<file path="src/rtl/key_sched_pkg.sv">
// Shared constants for the key event scheduler: event kinds, queue entry width
// and the repeat timer width.
package key_sched_pkg;

  localparam int ENTRY_W = 5;
  localparam int TIMER_W = 24;

  typedef enum logic [1:0] {
    EV_PRESS   = 2'b00,
    EV_RELEASE = 2'b01,
    EV_REPEAT  = 2'b10
  } ev_type_e;

endpackage

</file>
<file path="src/rtl/event_fifo.sv">
// Synchronous FIFO with registered pointers and occupancy count.
// An empty FIFO presents an all-zero head entry.
module event_fifo #(
  parameter int WIDTH = 5,
  parameter int DEPTH = 4
) (
  input  logic                     clk,
  input  logic                     rst_n,
  input  logic                     push,
  input  logic [WIDTH-1:0]         wdata,
  input  logic                     pop,
  output logic [WIDTH-1:0]         rdata,
  output logic [$clog2(DEPTH):0]   count,
  output logic                     full,
  output logic                     empty
);

  localparam int AW = (DEPTH > 1) ? $clog2(DEPTH) : 1;
  localparam int CW = $clog2(DEPTH) + 1;

  logic [WIDTH-1:0] mem [DEPTH];
  logic [AW-1:0]    wr_ptr;
  logic [AW-1:0]    rd_ptr;
  logic             do_push;
  logic             do_pop;

  assign full    = (count == CW'(DEPTH));
  assign empty   = (count == '0);
  assign do_push = push && !full;
  assign do_pop  = pop && !empty;
  assign rdata   = empty ? '0 : mem[rd_ptr];

  always_ff @(posedge clk) begin
    if (do_push) mem[wr_ptr] <= wdata;
  end

  always_ff @(posedge clk) begin
    if (!rst_n) begin
      wr_ptr <= '0;
      rd_ptr <= '0;
      count  <= '0;
    end else begin
      if (do_push) wr_ptr <= (wr_ptr == AW'(DEPTH - 1)) ? '0 : wr_ptr + 1'b1;
      if (do_pop)  rd_ptr <= (rd_ptr == AW'(DEPTH - 1)) ? '0 : rd_ptr + 1'b1;
      case ({do_push, do_pop})
        2'b10:   count <= count + 1'b1;
        2'b01:   count <= count - 1'b1;
        default: ;
      endcase
    end
  end

endmodule

</file>
<file path="src/rtl/key_event_scheduler.sv">
// Turns key level changes into press/release/repeat events, arbitrates them
// round-robin into an event queue and tracks lost edges in a sticky flag.
module key_event_scheduler
  import key_sched_pkg::*;
#(
  parameter int                 NUM_KEYS      = 8,
  parameter logic [TIMER_W-1:0] REPEAT_DELAY  = 24'd5_000_000,
  parameter logic [TIMER_W-1:0] REPEAT_PERIOD = 24'd1_000_000,
  parameter int                 FIFO_DEPTH    = 4
) (
  input  logic                clk,
  input  logic                rst_n,
  input  logic [NUM_KEYS-1:0] key_level,
  output logic                ev_valid,
  input  logic                ev_ready,
  output logic [2:0]          ev_code,
  output logic [1:0]          ev_type,
  output logic                overflow,
  input  logic                clear_overflow
);

  localparam int CW = $clog2(FIFO_DEPTH) + 1;

  logic [NUM_KEYS-1:0] prev, press_pend, rel_pend, rep_pend;
  logic [NUM_KEYS-1:0] press_nxt, rel_nxt, rep_nxt;
  logic [NUM_KEYS-1:0] press_edge, rel_edge, cand_valid;
  ev_type_e            cand_type [NUM_KEYS];

  logic               rep_active;
  logic [TIMER_W-1:0] timer;
  logic [2:0]         rep_key;
  logic [2:0]         last_grant;
  logic               rep_fire, rep_release, any_press, lost;
  logic [2:0]         press_key;

  logic               found, grant;
  logic [2:0]         grant_key, idx;
  logic [3:0]         idx_w;
  ev_type_e           grant_type;

  logic [ENTRY_W-1:0] head;
  logic [CW-1:0]      fifo_count;
  logic               fifo_empty;
  logic               unused_full;

  assign press_edge  = key_level & ~prev;
  assign rel_edge    = ~key_level & prev;
  assign rep_fire    = rep_active && (timer == '0);
  assign rep_release = rel_edge[rep_key];

  // A press outranks a release so a quick tap reports in order; a pending
  // release also masks any repeat of the same key.
  always_comb begin
    for (int k = 0; k < NUM_KEYS; k++) begin
      cand_valid[k] = press_pend[k] | rel_pend[k] | rep_pend[k];
      cand_type[k]  = EV_REPEAT;
      if (press_pend[k])    cand_type[k] = EV_PRESS;
      else if (rel_pend[k]) cand_type[k] = EV_RELEASE;
    end
  end

  // Round-robin search starting one past the last granted key.
  always_comb begin
    found      = 1'b0;
    grant_key  = '0;
    grant_type = EV_PRESS;
    idx_w      = '0;
    idx        = '0;
    for (int i = 0; i < NUM_KEYS; i++) begin
      idx_w = {1'b0, last_grant} + 4'(i) + 4'd1;
      if (idx_w >= 4'(NUM_KEYS)) idx_w = idx_w - 4'(NUM_KEYS);
      idx = idx_w[2:0];
      if (!found && cand_valid[idx]) begin
        found      = 1'b1;
        grant_key  = idx;
        grant_type = cand_type[idx];
      end
    end
  end

  assign grant = found && (fifo_count < CW'(FIFO_DEPTH));

  // Grant clears are applied first so an edge arriving as its pend bit is
  // consumed is kept rather than counted as lost.
  always_comb begin
    press_nxt = press_pend;
    rel_nxt   = rel_pend;
    rep_nxt   = rep_pend;
    lost      = 1'b0;
    any_press = 1'b0;
    press_key = '0;
    if (grant) begin
      case (grant_type)
        EV_PRESS:   press_nxt[grant_key] = 1'b0;
        EV_RELEASE: rel_nxt[grant_key]   = 1'b0;
        default:    rep_nxt[grant_key]   = 1'b0;
      endcase
    end
    for (int k = 0; k < NUM_KEYS; k++) begin
      if (press_edge[k]) begin
        any_press = 1'b1;
        press_key = 3'(k);
        if (press_nxt[k]) lost = 1'b1;
        else              press_nxt[k] = 1'b1;
      end
      if (rel_edge[k]) begin
        if (rel_nxt[k]) lost = 1'b1;
        else            rel_nxt[k] = 1'b1;
      end
    end
    if (rep_release)   rep_nxt[rep_key] = 1'b0;
    else if (rep_fire) rep_nxt[rep_key] = 1'b1;
  end

  always_ff @(posedge clk) begin
    if (!rst_n) begin
      prev       <= '0;
      press_pend <= '0;
      rel_pend   <= '0;
      rep_pend   <= '0;
      rep_active <= 1'b0;
      timer      <= '0;
      rep_key    <= '0;
      last_grant <= 3'(NUM_KEYS - 1);
      overflow   <= 1'b0;
    end else begin
      prev       <= key_level;
      press_pend <= press_nxt;
      rel_pend   <= rel_nxt;
      rep_pend   <= rep_nxt;
      if (grant) last_grant <= grant_key;
      if (lost)                overflow <= 1'b1;
      else if (clear_overflow) overflow <= 1'b0;
      // Highest-index press restarts the timer; a release of the tracked key
      // stops it unless a new press arrives in the same cycle.
      if (any_press) begin
        rep_key    <= press_key;
        timer      <= REPEAT_DELAY - 24'd1;
        rep_active <= 1'b1;
      end else if (rep_release) begin
        rep_active <= 1'b0;
      end else if (rep_active) begin
        timer <= (timer == '0) ? REPEAT_PERIOD - 24'd1 : timer - 1'b1;
      end
    end
  end

  // Handshake: an event transfers on a rising edge where ev_valid and
  // ev_ready are both 1; the presented entry only changes after a transfer.
  event_fifo #(
    .WIDTH (ENTRY_W),
    .DEPTH (FIFO_DEPTH)
  ) u_fifo (
    .clk   (clk),
    .rst_n (rst_n),
    .push  (grant),
    .wdata ({grant_type, grant_key}),
    .pop   (ev_valid && ev_ready),
    .rdata (head),
    .count (fifo_count),
    .full  (unused_full),
    .empty (fifo_empty)
  );

  assign ev_valid = !fifo_empty;
  assign ev_code  = head[2:0];
  assign ev_type  = head[4:3];

endmodule

</file>
<file path="config.mk">
export PLATFORM = sky130hd
export DESIGN_NAME = key_event_scheduler
export DESIGN_NICKNAME = d
export VERILOG_FILES = /design/src/rtl/key_sched_pkg.sv /design/src/rtl/event_fifo.sv /design/src/rtl/key_event_scheduler.sv
export SDC_FILE = /design/constraint.sdc
export NUM_CORES = 1
export LEC_CHECK = 0
export CORE_ASPECT_RATIO = 1.5
export CORE_MARGIN = 3
export CORE_UTILIZATION = 56
export CTS_CLUSTER_SIZE = 20
export DETAILED_ROUTE_END_ITERATION = 8
export DONT_BUFFER_PORTS = 1
export GPL_TIMING_DRIVEN = 0
export PLACE_DENSITY = 0.67
export SLEW_MARGIN = 20
export SYNTH_ARGS = -nofsm -noshare
export SYNTH_HDL_FRONTEND = slang
export SYNTH_SLANG_ARGS = --single-unit
</file>
<file path="constraint.sdc">
create_clock -name clk -period 7.1 [get_ports clk]
set_clock_uncertainty 0.15 [all_clocks]
set_input_delay 1.42 -clock clk [delete_from_list [all_inputs] [get_ports clk]]
set_output_delay 1.42 -clock clk [all_outputs]
set_load 0.05 [all_outputs]
</file>
Word level (Yosys, flattened, before mapping)
Memory sizes are Yosys's and may differ from the RTL's. A register that Yosys moved wholly into a read port is not among the register bits.
Index checks and enable logic that the tools add are counted.
W data, S select, Z words.
{"block": "totals", "register_bits": 71, "latchBits": 0, "ramBits": 20, "mem_bits_ro": 0, "output_inout_bits": 7, "elab_cells": 329, "memories": 1}
{"name": "u_fifo.mem", "depth": 4, "width": 5, "read_ports": 1, "rd_ports_with_merged_regs": 1, "write_ports": 1, "line": "event_fifo.sv:21", "rtl": "logic [WIDTH-1:0] mem [DEPTH];"}
{"block": "op_classes", "n_addsub": 27, "n_mul": 0, "div": 0, "n_lt_le_gt_ge": 29, "eq_ne": 7, "n_shift": 0, "muxes": 181, "bitwise": 37, "n_reduce_logical": 34}
{"operator": "$mux W2", "count": 44}
{"operator": "$mux W1", "count": 82}
{"operator": "$mux W23", "count": 3}
{"operator": "$mux W3", "count": 22}
{"operator": "$ge A4 B4 Y1 const B", "count": 16}
{"operator": "$mux W8", "count": 8}
{"operator": "$and A8 B8 Y8", "count": 6}
{"operator": "$bmux W2 S3", "count": 8}
{"operator": "$lt A3 B4 Y1 const B", "count": 10}
{"operator": "$not A3 Y4", "count": 8}
{"operator": "$not A8 Y8", "count": 4}
{"operator": "$add A4 B1 Y4 const B", "count": 7}
{"operator": "$bmux W1 S3", "count": 9}
{"operator": "$sub A3 B1 Y3 const B", "count": 9}
{"operator": "$logic_not A24 Y1", "count": 1}
{"operator": "$mux W24", "count": 1}
{"operator": "$sub A24 B1 Y24 const B", "count": 1}
{"operator": "$add A3 B3 Y4 const B", "count": 4}
{"operator": "$or A1 B1 Y1", "count": 16}
{"operator": "$logic_and A1 B1 Y1", "count": 14}
{"operator": "$logic_not A1 Y1", "count": 9}
{"operator": "$add A3 B2 Y4 const B", "count": 2}
{"operator": "$or A8 B8 Y8", "count": 1}
{"operator": "$reduce_bool A2 Y1", "count": 4}
{"operator": "17 further kinds", "count": 26}

Logic depth before layout (Yosys ltp)
Gate-level depths: netlist of run 1.
{"block": "depth", "depth_word": 68, "depth_mapped": 21, "ltp_nobuf": 16}

Modules after synthesis
From an unflattened synthesis of run 1, not the netlist that was laid out.
{"block": "hier_totals", "cells_unflattened": 701, "area_unflattened_um2": 6372.4}
{"mod": "key_event_scheduler", "n_inst": 1, "cells_per_inst": 614, "area_each_um2": 5117.4}
{"mod": "event_fifo", "n_inst": 1, "cells_per_inst": 87, "area_each_um2": 1255.0}

Least setup slack after synthesis of run 1
Ideal clock, no wire load.
{"block": "synth_path", "path_kind": "register to register", "startpoint": "register last_grant[0]", "endpoint": "register overflow", "t_arrival_ns": 4.741, "path_slack_ns": 2.084, "path_stages_with_launch": 19, "n_path_buf": 5, "period_less_slack_ns": 5.016, "cell_sequence": "dfxtp_1 -> buf_2 -> inv_1 -> buf_2 -> buf_2 -> ha_1 -> buf_6 -> nor4_1 -> a21oi_1 -> mux4_2 -> or4_4 -> buf_6 -> nor2b_4 -> o41ai_2 -> or3_1 -> o21a_1 -> a22o_1 -> a2111o_1 -> o41a_1"}
{"block": "synth_between", "elab_chain_cells": 68, "word_cells_on_any_way": 173, "classes_between": "add/sub: 22; order compare: 10; eq/ne: 1; mux: 111; bitwise: 11; reduce/logical: 18"}
{"element": "start: declaration", "line": "key_event_scheduler.sv:32", "rtl": "logic [2:0] last_grant;"}
{"element": "start signal: assignment", "line": "key_event_scheduler.sv:124", "rtl": "last_grant <= 3'(NUM_KEYS - 1);"}
{"element": "start signal: assignment", "line": "key_event_scheduler.sv:131", "rtl": "if (grant) last_grant <= grant_key;"}
{"element": "branches (longest 66 deep; another with $add A3 B1 Y4)"}
{"element": "$mux W1 *", "line": "key_event_scheduler.sv:106", "rtl": "if (rel_edge[k]) begin"}
{"element": "$mux W1 or $reduce_bool A2 Y1 (tied branches)"}
{"element": "end signal: assignment", "line": "key_event_scheduler.sv:125", "rtl": "overflow <= 1'b0;"}
{"element": "end signal: assignment", "line": "key_event_scheduler.sv:132", "rtl": "if (lost) overflow <= 1'b1;"}
{"element": "end signal: assignment", "line": "key_event_scheduler.sv:133", "rtl": "else if (clear_overflow) overflow <= 1'b0;"}
{"element": "end: declaration", "line": "key_event_scheduler.sv:18", "rtl": "output logic overflow,"}
Every way passes the cells marked *. The select of a mux whose other input is x is not followed.
A chain may end at the register's enable or synchronous reset.

Worst setup path in the final report of run 1
{"block": "layout_path", "startpoint": "register last_grant[0]", "endpoint": "register overflow"}
{"block": "layout_between", "elab_chain_cells": 68, "word_cells_on_any_way": 173, "classes_between": "add/sub: 22; order compare: 10; eq/ne: 1; mux: 111; bitwise: 11; reduce/logical: 18"}
{"element": "branches (longest 26 deep; another with $add A3 B1 Y4)"}
{"element": "$mux W3 *", "line": "key_event_scheduler.sv:73", "rtl": "if (!found && cand_valid[idx]) begin"}
{"element": "net grant_key[0]", "line": "key_event_scheduler.sv:37", "rtl": "logic [2:0] grant_key, idx;"}
{"element": "$lt A3 B4 Y1 (not written as such) or $ge A3 B1 Y1 (tied branches)", "line": "key_event_scheduler.sv:94, key_event_scheduler.sv:95"}
{"element": "$logic_and A1 B1 Y1 (not written as such)", "line": "key_event_scheduler.sv:94, key_event_scheduler.sv:95"}
{"element": "$mux W1 (not written as such)", "line": "key_event_scheduler.sv:94, key_event_scheduler.sv:95"}
{"element": "$demux W1 S3 *", "line": "key_event_scheduler.sv:94, key_event_scheduler.sv:95"}
{"element": "$not A8 Y8 (no line) *"}
{"element": "[... 28 more ...]"}
{"element": "$mux W1", "line": "key_event_scheduler.sv:100", "rtl": "if (press_edge[k]) begin"}
{"element": "$mux W1", "line": "key_event_scheduler.sv:107", "rtl": "if (rel_nxt[k]) lost = 1'b1;"}
{"element": "$mux W1", "line": "key_event_scheduler.sv:106"}
{"element": "$mux W1", "line": "key_event_scheduler.sv:103", "rtl": "if (press_nxt[k]) lost = 1'b1;"}
{"element": "$mux W1", "line": "key_event_scheduler.sv:100"}
{"element": "$mux W1", "line": "key_event_scheduler.sv:107"}
{"element": "$mux W1 *", "line": "key_event_scheduler.sv:106"}
{"element": "$mux W1 or $reduce_bool A2 Y1 (tied branches)"}
Mark *: on every way through the listed nets, which the timed path passes. The select of a mux whose other input is x is not followed.

==> flow_summary_export.csv, run 1 <==
group,metric,value,unit
synthesis,synth_fp_nets,710,
route,wl_per_cell,20.5,um
critical_path,crit_required,7.18,ns
synthesis,synth-seq-area-share,0.331,
finish,final_common_cell,"dfxtp_1",
timing,fin_crit_sh,0.853,
critical_path,arrival,6.14,ns
timing,tightestPinTransition,0.844,ns
global_routing,first_global_vias,5393,
placed_design,io_buffers,0,
synthesis,synth_area,0.00623,mm2
cts,clockBufferDepth,2,
global_routing,grt_max_degree,19,
synthesis,synth-async-reset-ratio,0,
critical_path,reg2regPathDepth,18,
timing,max_freq,165,MHz
critical_path,r2r_end,"overflow$_SDFFE_PN0P_",
timing,tns,0,ns
cts,holdBufCountCts,0,
cts,numCtsBuffers,9,
finish,post-route-util,0.626,
placed_design,gp_congestion,0.948,
timing,final_max_slew_viol_count,0,
route,via_per_inst,6.41,
timing,rsz0062_at_grt,"false",
finish,final_cell_mix,"73 x dfxtp_1, 58 x nor2_1, 44 x o21ai_0",
route,ant_nets,0,
route,drt_first_pass_iters,7,
critical_path,crit_path_start_kind,"flip-flop",
floorplan,die-width,92.1,um
cts,clk_latency,0.35,ns
critical_path,worstPathMaxFanout,11,
floorplan,dieArea,0.0124,mm2
timing,max_slew_margin,0.437,
cts,cts.sink_count,93,
global_routing,overflow,0,
flow_run,maxCapViolCount,0,
synthesis,yosysWarnings,0,
cts,cts_setup_buffers,0,
floorplan,rows,46,
route,num_vias,5429,
synthesis,ys_ff_latch,93,
critical_path,endpoint,"overflow$_SDFFE_PN0P_",
synthesis,avgSynthCellArea,9.06,um2
critical_path,worstSetupEndpointType,"flip-flop",
timing,setup_viol_count_final,0,
global_routing,grt.busiest_layer,"met2",
floorplan,start_util,0.582,
route,routed_wl,17400,um
critical_path,r2r_start,"last_grant[0]$_SDFFE_PN1N_",
floorplan,die_h,135,um
synthesis,synth_cell_types,77,
global_routing,antenna_found_initial,0,
critical_path,criticalPathCategory,"flip-flop to flip-flop",
critical_path,r2r_setup_slack,1.04,ns
timing,min_period,6.06,ns
finish,nNetsFinal,721,
synthesis,ys.flop_type,"dfxtp_1",
cts,cts-root-buf,"clkbuf_16",
synthesis,synthCells,687,
cts,path_clk_slew,0.07,ns
global_routing,grt_use_met3,0.0461,
finish,antenna-diode-count,0,
route,dr.first_iter.drc_count,415,
cts,cts_tree,"built",
cts,htreeDepth,3,
route,remaining_drc_errors,0,
timing,hold_violations,0,
global_routing,grt_util_met1,0.304,
global_routing,grt_pass1_wl,27500,um
global_routing,grt_util_all_layers,0.283,
critical_path,startpoint,"last_grant[0]$_SDFFE_PN1N_",
floorplan,ios,19,
finish,drive_gt1_frac,0.134,
floorplan,core_area,0.0107,mm2
global_routing,met2_usage,0.529,
cts,cts_resized,0,
finish,syn_to_final_growth,7.64,%
worst_hold_path,holdCritPathClass,"flip-flop to flip-flop",
synthesis,synth_edf_count,20,
outcome,status,"finished, final reports clean",
placed_design,place_hpwl,13500,um
-- how the worst min path moves through the flow --
| stage | from | to | slack (ns) | cells after the start |
|---|---|---|---|---|
| after floorplan | rep_pend[2]$_SDFF_PN0_ | rep_pend[2]$_SDFF_PN0_ | 0.31 | 2 |
| after global placement | timer[21]$_SDFFE_PP0P_ | timer[21]$_SDFFE_PP0P_ | 0.33 | 2 |
| after detailed placement | rep_pend[3]$_SDFF_PN0_ | rep_pend[3]$_SDFF_PN0_ | 0.34 | 2 |
| after CTS | rep_pend[3]$_SDFF_PN0_ | rep_pend[3]$_SDFF_PN0_ | 0.35 | 2 |
| after global routing | rep_pend[6]$_SDFF_PN0_ | rep_pend[6]$_SDFF_PN0_ | 0.39 | 2 |
| final | rep_pend[3]$_SDFF_PN0_ | rep_pend[3]$_SDFF_PN0_ | 0.35 | 2 |
-- cell usage after synthesis, drive strengths merged (3+ instances only) --
cell / number / area [um2]
nand3: 19 / 95.1
ha: 10 / 125
a31oi: 4 / 25.0
or3: 15 / 93.8
and2: 23 / 144
nor2: 59 / 224
or2: 8 / 50.1
mux2: 8 / 97.6
or4: 3 / 26.3
clkbuf: 19 / 71.3
a21oi: 41 / 205
nand2b: 26 / 163
o22a: 4 / 35.0
mux2i: 19 / 194
or3b: 7 / 63.8
nand3b: 9 / 67.6
a211oi: 3 / 40.0
o21ai: 46 / 230
nand2: 40 / 150
mux4: 24 / 544
o211ai: 6 / 50.1
buf: 14 / 88.8
o21a: 13 / 97.6
a21boi: 13 / 97.6
a21o: 7 / 52.6
xnor2: 16 / 148
a22oi: 3 / 22.5
a221oi: 3 / 26.3
nor3: 26 / 155
nor4: 10 / 62.6
o22ai: 6 / 37.5
dfxtp: 73 / 1460
inv: 22 / 82.6
nand4: 4 / 31.3
nor2b: 21 / 139
nor3b: 3 / 22.5
xor2: 9 / 86.3
edfxtp: 20 / 601
o221ai: 8 / 70.1
-- through the flow --
| step | cells | hold slack, ns | worst slack [ns] | instance area [um2] |
|---|---|---|---|---|
| 2_1_floorplan | 687 | 0.308 | 2.08 | 6230 |
| 3_3_place_gp | 831 | 0.334 | 1.15 | 6410 |
| 3_5_place_dp | 831 | 0.338 | 1.11 | 6410 |
| 4_1_cts | 847 | 0.352 | 1.11 | 6700 |
| 5_1_grt | 847 | 0.388 | 0.761 | 6700 |
| 6_report | 847 | 0.351 | 1.04 | 6700 |
-- critical path, cell delays in order, from the launching register on --
cell and delay (ns):
dfxtp_1 0.37, buf_2 0.26, inv_1 0.15, buf_2 0.24
buf_2 0.25, ha_1 0.41, buf_6 0.17, buf_2 0.23
mux4_2 0.57, mux2i_1 0.41, nor2b_1 0.18, nor2b_4 0.18
o41ai_2 0.49, inv_1 0.32, or3b_4 0.51, o211ai_2 0.14
o2111ai_1 0.13, a2111o_1 0.36, o41a_1 0.42
-- registers in the layout, indices dropped and copies added, names as in the netlist, 2 cells and up, named ones only --
register / cells
timer: 24
prev: 8
u_fifo.mem: 20
rel_pend: 8
u_fifo.count: 3
u_fifo.wr_ptr: 2
rep_pend: 8
u_fifo.rd_ptr: 2
press_pend: 8
last_grant: 3
rep_key: 3
-- metal layers --
metal,vias to the layer above,part of all wire
met5,-,0
met4,0,0.042
met3,59,0.050
met2,233,0.53
met1,2579,0.37
li1,2558,-
-- area by class of cell --
type,count,area (um2)
fillers,966,4000
inverters,22,82.6
plain buffers,33,160
clock inverters,7,70.1
flip-flops and latches,93,2060
well taps,144,180
multi-input cells,539,3920
clock buffers,9,225
-- cells by family (layout without fill, tap and decap cells) --
logic type	after synthesis	count (layout)	synth area share
adders and majority gates	11	11	0.0233
and+or+nand+nor	278	278	0.247
muxes	51	51	0.134
buffers and inverters	55	71	0.0390
xor gates and xnor gates	26	26	0.0414
DFF	93	93	0.331
AOI/OAI and AO/OA	173	173	0.184
Power of run 1 is left out: the tool's default activity adds up to more than one toggle a clock period on the data nets, which glitch-free logic cannot reach.
==> inputs of run 2 (changes only) <==
Settings changed: GPL_ROUTABILITY_DRIVEN from default to 0.
==> flow_summary_export.csv, run 2 (synthesized netlist as in run 1, its figures left out) <==
group,metric,value,unit
outcome,status,"finished, final reports clean",
cts,holdBufCountCts,0,
cts,cts-root-buf,"clkbuf_16",
critical_path,path_cells,"buf_2, inv_1, buf_2, buf_2, ha_1, buf_6, buf_2, mux4_2, mux2i_1, nor2b_1, nor2b_4, o41ai_2, inv_1, or3_1, o21ai_1, o2111ai_1, a2111o_1, o41a_1",
timing,max_slew_margin,0.439,
global_routing,grt_util_all_layers,0.281,
route,dr.first_iter.drc_count,491,
finish,final_cell_mix,"73 x dfxtp_1, 58 x nor2_1, 44 x o21ai_0",
finish,final_common_cell,"dfxtp_1",
critical_path,path_common_cell,"buf_2",
cts,clockBufferDepth,2,
route,via_per_inst,6.40,
critical_path,worstPathMaxFanout,11,
global_routing,first_global_vias,5380,
timing,hold_ws,0.349,ns
critical_path,slowest_delay,0.59,ns
cts,clk_latency,0.36,ns
cts,path_clk_slew,0.08,ns
route,remaining_drc_errors,0,
worst_hold_path,holdCritPathClass,"flip-flop to flip-flop",
floorplan,rows,46,
critical_path,r2r_end,"overflow$_SDFFE_PN0P_",
finish,largest-register,"timer",
cts,cts_setup_buffers,0,
global_routing,grt_pass1_wl,27400,um
route,ant_nets,0,
timing,fin_crit_sh,0.883,
route,routed_wl,17000,um
critical_path,endpoint,"overflow$_SDFFE_PN0P_",
finish,syn_to_final_growth,7.82,%
floorplan,die_h,135,um
placed_design,place_hpwl,13300,um
global_routing,overflow,0,
finish,antenna-diode-count,0,
cts,cts_resized,0,
critical_path,startpoint,"last_grant[0]$_SDFFE_PN1N_",
critical_path,worstSetupEndpointType,"flip-flop",
critical_path,crit_slowest_cell,"mux4_2",
cts,cts.sink_count,93,
finish,drive_gt1_frac,0.134,
cts,cts_tree,"built",
finish,post-route-util,0.627,
timing,tightestPinTransition,0.841,ns
timing,min_period,6.27,ns
timing,hold_violations,0,
critical_path,reg2regPathDepth,18,
finish,regArea,0.00206,mm2
critical_path,r2r_start,"last_grant[0]$_SDFFE_PN1N_",
floorplan,core_area,0.0107,mm2
route,wl_per_cell,20.0,um
floorplan,die-width,92.1,um
timing,final_max_slew_viol_count,0,
finish,n_fill_cell,933,
critical_path,arrival,6.36,ns
timing,rsz0062_at_grt,"false",
route,drt_first_pass_iters,6,
timing,setup_viol_count_final,0,
critical_path,crit_required,7.19,ns
global_routing,grt_max_degree,21,
cts,htreeDepth,3,
timing,max_freq,160,MHz
route,num_vias,5419,
finish,multi_input_area,0.00392,mm2
placed_design,numPlacedInstances,831,
global_routing,antenna_found_initial,0,
cts,numCtsBuffers,9,
flow_run,maxCapViolCount,0,
critical_path,crit_path_start_kind,"flip-flop",
finish,instances_no_fill,847,
floorplan,dieArea,0.0124,mm2
critical_path,r2r_setup_slack,0.83,ns
critical_path,criticalPathCategory,"flip-flop to flip-flop",
finish,largest_reg_flops,24,
finish,top_regs,"timer: 24 flops, u_fifo.mem: 20 flops",
placed_design,io_buffers,0,
floorplan,start_util,0.582,
timing,tns,0,ns
finish,nNetsFinal,721,
floorplan,ios,19,
run 2: critical path, delay by kind of cell (launching register included):
kind            cells  cell delay, ns
mux                 2            1.01
buf+inv             7            1.70
compound gates      5            1.63
flops               1            0.44
simple gates        3            0.79
fa+ha+maj           1            0.42
run 2: per-layer routing:
metal / track usage / wire [um] / vias to the layer above
met5: 0 / 0 / -
met4: 0.173 / 1040 / 0
met3: 0.0456 / 916 / 81
met2: 0.493 / 8780 / 238
met1: 0.317 / 6220 / 2549
li1: - / - / 2551
run 2: worst min path at each step:
stage / cells after the start / slack [ns] / end / from
after global placement: 2 / 0.34 / timer[21]$_SDFFE_PP0P_ / timer[21]$_SDFFE_PP0P_
after detailed placement: 2 / 0.34 / rep_pend[2]$_SDFF_PN0_ / rep_pend[2]$_SDFF_PN0_
after CTS: 2 / 0.35 / rep_pend[2]$_SDFF_PN0_ / rep_pend[2]$_SDFF_PN0_
final: 2 / 0.35 / rep_pend[2]$_SDFF_PN0_ / rep_pend[2]$_SDFF_PN0_
after global routing: 2 / 0.37 / rep_pend[6]$_SDFF_PN0_ / rep_pend[6]$_SDFF_PN0_
after floorplan: 2 / 0.31 / rep_pend[2]$_SDFF_PN0_ / rep_pend[2]$_SDFF_PN0_
run 2: cell type report:
| cell class | count | share of cell area |
|---|---|---|
| multi-input combinational | 539 | 0.584 |
| sequential | 93 | 0.307 |
| clock buffer | 9 | 0.0336 |
| tap | 144 | 0.0268 |
| buffer | 33 | 0.0239 |
| inverter | 22 | 0.0123 |
| clock inverter | 7 | 0.0121 |
run 2: stage by stage:
stage               worst slack [ns]  instance area (um2)
finish                         0.833                 6710
global placement               0.980                 6410
detailed placement             0.952                 6410
global route                   0.565                 6710
CTS                            0.935                 6710
floorplan                       2.08                 6230
Power of run 2 is left out for the same reason.
==> RTL change: new RTL, flow settings as in run 2 <==
`REPEAT_PERIOD`: 24'd1_000_000 -> 24'd524288.
--- a/src/rtl/key_event_scheduler.sv
+++ b/src/rtl/key_event_scheduler.sv
@@ -6,5 +6,5 @@
   parameter int                 NUM_KEYS      = 8,
   parameter logic [TIMER_W-1:0] REPEAT_DELAY  = 24'd5_000_000,
-  parameter logic [TIMER_W-1:0] REPEAT_PERIOD = 24'd1_000_000,
+  parameter logic [TIMER_W-1:0] REPEAT_PERIOD = 24'd524288,
   parameter int                 FIFO_DEPTH    = 4
 ) (
Behaviour: same outputs for any inputs over 4 cycles, from zero or initial values and one cycle with rst_n low; that may be too few to reach the edited logic, so the function may still have changed.
==> RTL change against run 2 <==
  * Area after synthesis grew 4.3%
  * Sequential cell count is the same
  * Via count grew 13%
  * Highest routed layer unchanged
  * Largest cell class unchanged
  * Synthesized cell count grew 6.6%
  * Core utilization shrank 0.20 points
  * Critical path type unchanged
  * Final area grew 4.0%
  * Wire length grew 19%
  * Setup slack lost 37 ps
Power is left out: the tool's default activity adds up to more than one toggle a clock period on the data nets, which glitch-free logic cannot reach.
==> RTL change: results (changes against run 2) <==
INFO  metric timing.max_slew.rel_slack = 33.4% (was 43.9%)
INFO  metric path_max_fanout = 11 (unchanged)
INFO  metric count_of_final_max_slew_check_failures = 0 (unchanged)
INFO  metric grt_start_max_net_pins = 18 (was 21)
INFO  metric clock_tree.root_cell = sky130_fd_sc_hd__clkbuf_16 (unchanged)
INFO  metric seq_area_frac_synth = 31.7% (was 33.1%)
INFO  metric initial_antenna_violation_count = 0 (unchanged)
INFO  metric nNetsFinal = 766 (was 721)
INFO  metric timing.critical_path.slowest_cell_delay = 590 ps (about the same)
INFO  metric leading_registers_by_flop_count = timer (24), u_fifo.mem (20) (unchanged)
INFO  metric outcome = finished clean (unchanged)
INFO  metric routed-via-count = 6146 (was 5419)
INFO  metric cts.htree.levels = 3 (unchanged)
INFO  metric grt_first_pass_wirelength = 31900 um (was 27400 um)
INFO  metric maxCapViolCount = 0 (unchanged)
INFO  metric detailed_place_hpwl = 15500 um (was 13300 um)
INFO  metric grtUsageTotal = 32.3% (was 28.1%)
INFO  metric tritoncts.num_buffers = 9 (unchanged)
INFO  metric yosys_warnings = 0 (unchanged)
INFO  metric port-buffer-count = 0 (unchanged)
INFO  metric detail_route.first_pass.iterations = 5 (was 6)
INFO  metric hold_path.class = reg2reg (unchanged)
INFO  metric initialDrtViolationCount = 427 (was 491)
INFO  metric insertedDiodeCount = 0 (unchanged)
INFO  metric synth_common_cells = sky130_fd_sc_hd__dfxtp_1, sky130_fd_sc_hd__nor2_1, sky130_fd_sc_hd__a21oi_1 (was sky130_fd_sc_hd__dfxtp_1, sky130_fd_sc_hd__nor2_1, sky130_fd_sc_hd__o21ai_0)
INFO  metric post_cts.repair.setup_buffers = 0 (unchanged)
INFO  metric cpLargestDelayFamily = simple AND/OR/NAND/NOR gates (was buffers and inverters)
INFO  metric synth.top_cells.by_area = sky130_fd_sc_hd__dfxtp_1, sky130_fd_sc_hd__mux4_2, sky130_fd_sc_hd__edfxtp_1, sky130_fd_sc_hd__a21oi_1, sky130_fd_sc_hd__nor2_1 (was sky130_fd_sc_hd__dfxtp_1, sky130_fd_sc_hd__edfxtp_1, sky130_fd_sc_hd__mux4_2, sky130_fd_sc_hd__o21ai_0, sky130_fd_sc_hd__nor2_1)
INFO  metric ys_async_sr_fraction = 0% (unchanged)
INFO  metric clk_pin_slew_worst_paths = 70 ps
INFO  metric drive_gt1_share = 12.7% (was 13.4%)
INFO  metric synth_enable_flop_cells = 20 (unchanged)
INFO  metric synth.net_count = 755 (was 710)
INFO  metric worst-endpoint-arrival = 6350 ps (was 6360 ps)
INFO  metric synth_cell_type_count = 81 (was 77)
INFO  metric wire_per_inst = 22.5 um (was 20.0 um)
INFO  metric worstSkewPairLatency = 340 ps (was 360 ps)
INFO  metric synth_flop_cell = sky130_fd_sc_hd__dfxtp_1 (unchanged)
INFO  metric nFillCells = 1014 (was 933)
INFO  metric reg2reg_slack = 800 ps (was 830 ps)
INFO  metric critical-path-slowest-cell = sky130_fd_sc_hd__mux4_2 (unchanged)
INFO  metric post_cts_resized = 0 (unchanged)
INFO  metric cts_max_path_buffers = 2 (unchanged)
==> RTL change: cell count changes after synthesis, sizes merged, moves of 8 or more <==
cell / delta
mux4: +10
mux2i: -12
a21boi: -13
o221ai: -8
o21a: -10
a31oi: +8
a211oi: +13
a21oi: +22
nor2b: -10
==> RTL change: worst reg2reg max path: cells and delay by family, from the launching register on <==
kind | cells | cell delay, ps
buf+inv | 3 | 980
compound gates | 4 | 1260
flops | 1 | 580
mux | 2 | 970
simple gates | 5 | 1710
fa+ha+maj | 1 | 510
==> RTL change: final timing paths <==
kind,from,end,cells after the start
hold reg to reg,timer[17],timer[17],1
setup reg to reg,last_grant[0],overflow,15
hold / removal,timer[17],timer[17],1
setup / recovery,last_grant[0],overflow,15
==> RTL change: final cells by class <==
type	count	area (um2)	share of cell area, %
buffer	41	185	2.65
clock buffer	9	225	3.22
clock inverter	7	80.1	1.15
inverter	25	93.8	1.34
multi-input combinational	573	4150	59.5
sequential	93	2060	29.5
tap	147	184	2.63
==> RTL change: through the flow <==
step / utilization (%) / hold slack, ps / area (um2) / setup WS [ps] / instances
after global routing: 62.5 / 349 / 6980 / 492 / 895
after floorplan: - / 279 / 6490 / 2290 / 732
after detailed placement: 59.8 / 310 / 6680 / 1030 / 879
after CTS: 62.5 / 327 / 6980 / 999 / 895
after global placement: 59.8 / 306 / 6680 / 1060 / 879
final: 62.5 / 327 / 6980 / 795 / 895
==> RTL change: cells by family after synthesis <==
kind of cell	share of synthesized area, %
muxes	13.6
buffers and inverters	4.30
AOI/OAI and AO/OA	20.3
xor gates and xnor gates	3.29
and+or+nand+nor	24.6
adders and majority gates	2.23
DFF	31.7
==> RTL change: layer usage <==
metal / global-route usage, % / wire length (um) / up-vias
met4: 22.2 / 1510 / 0
met1: 36.5 / 7580 / 2979
met3: 6.35 / 1200 / 95
met5: 0 / 0 / -
li1: - / - / 2793
met2: 54.5 / 9860 / 279
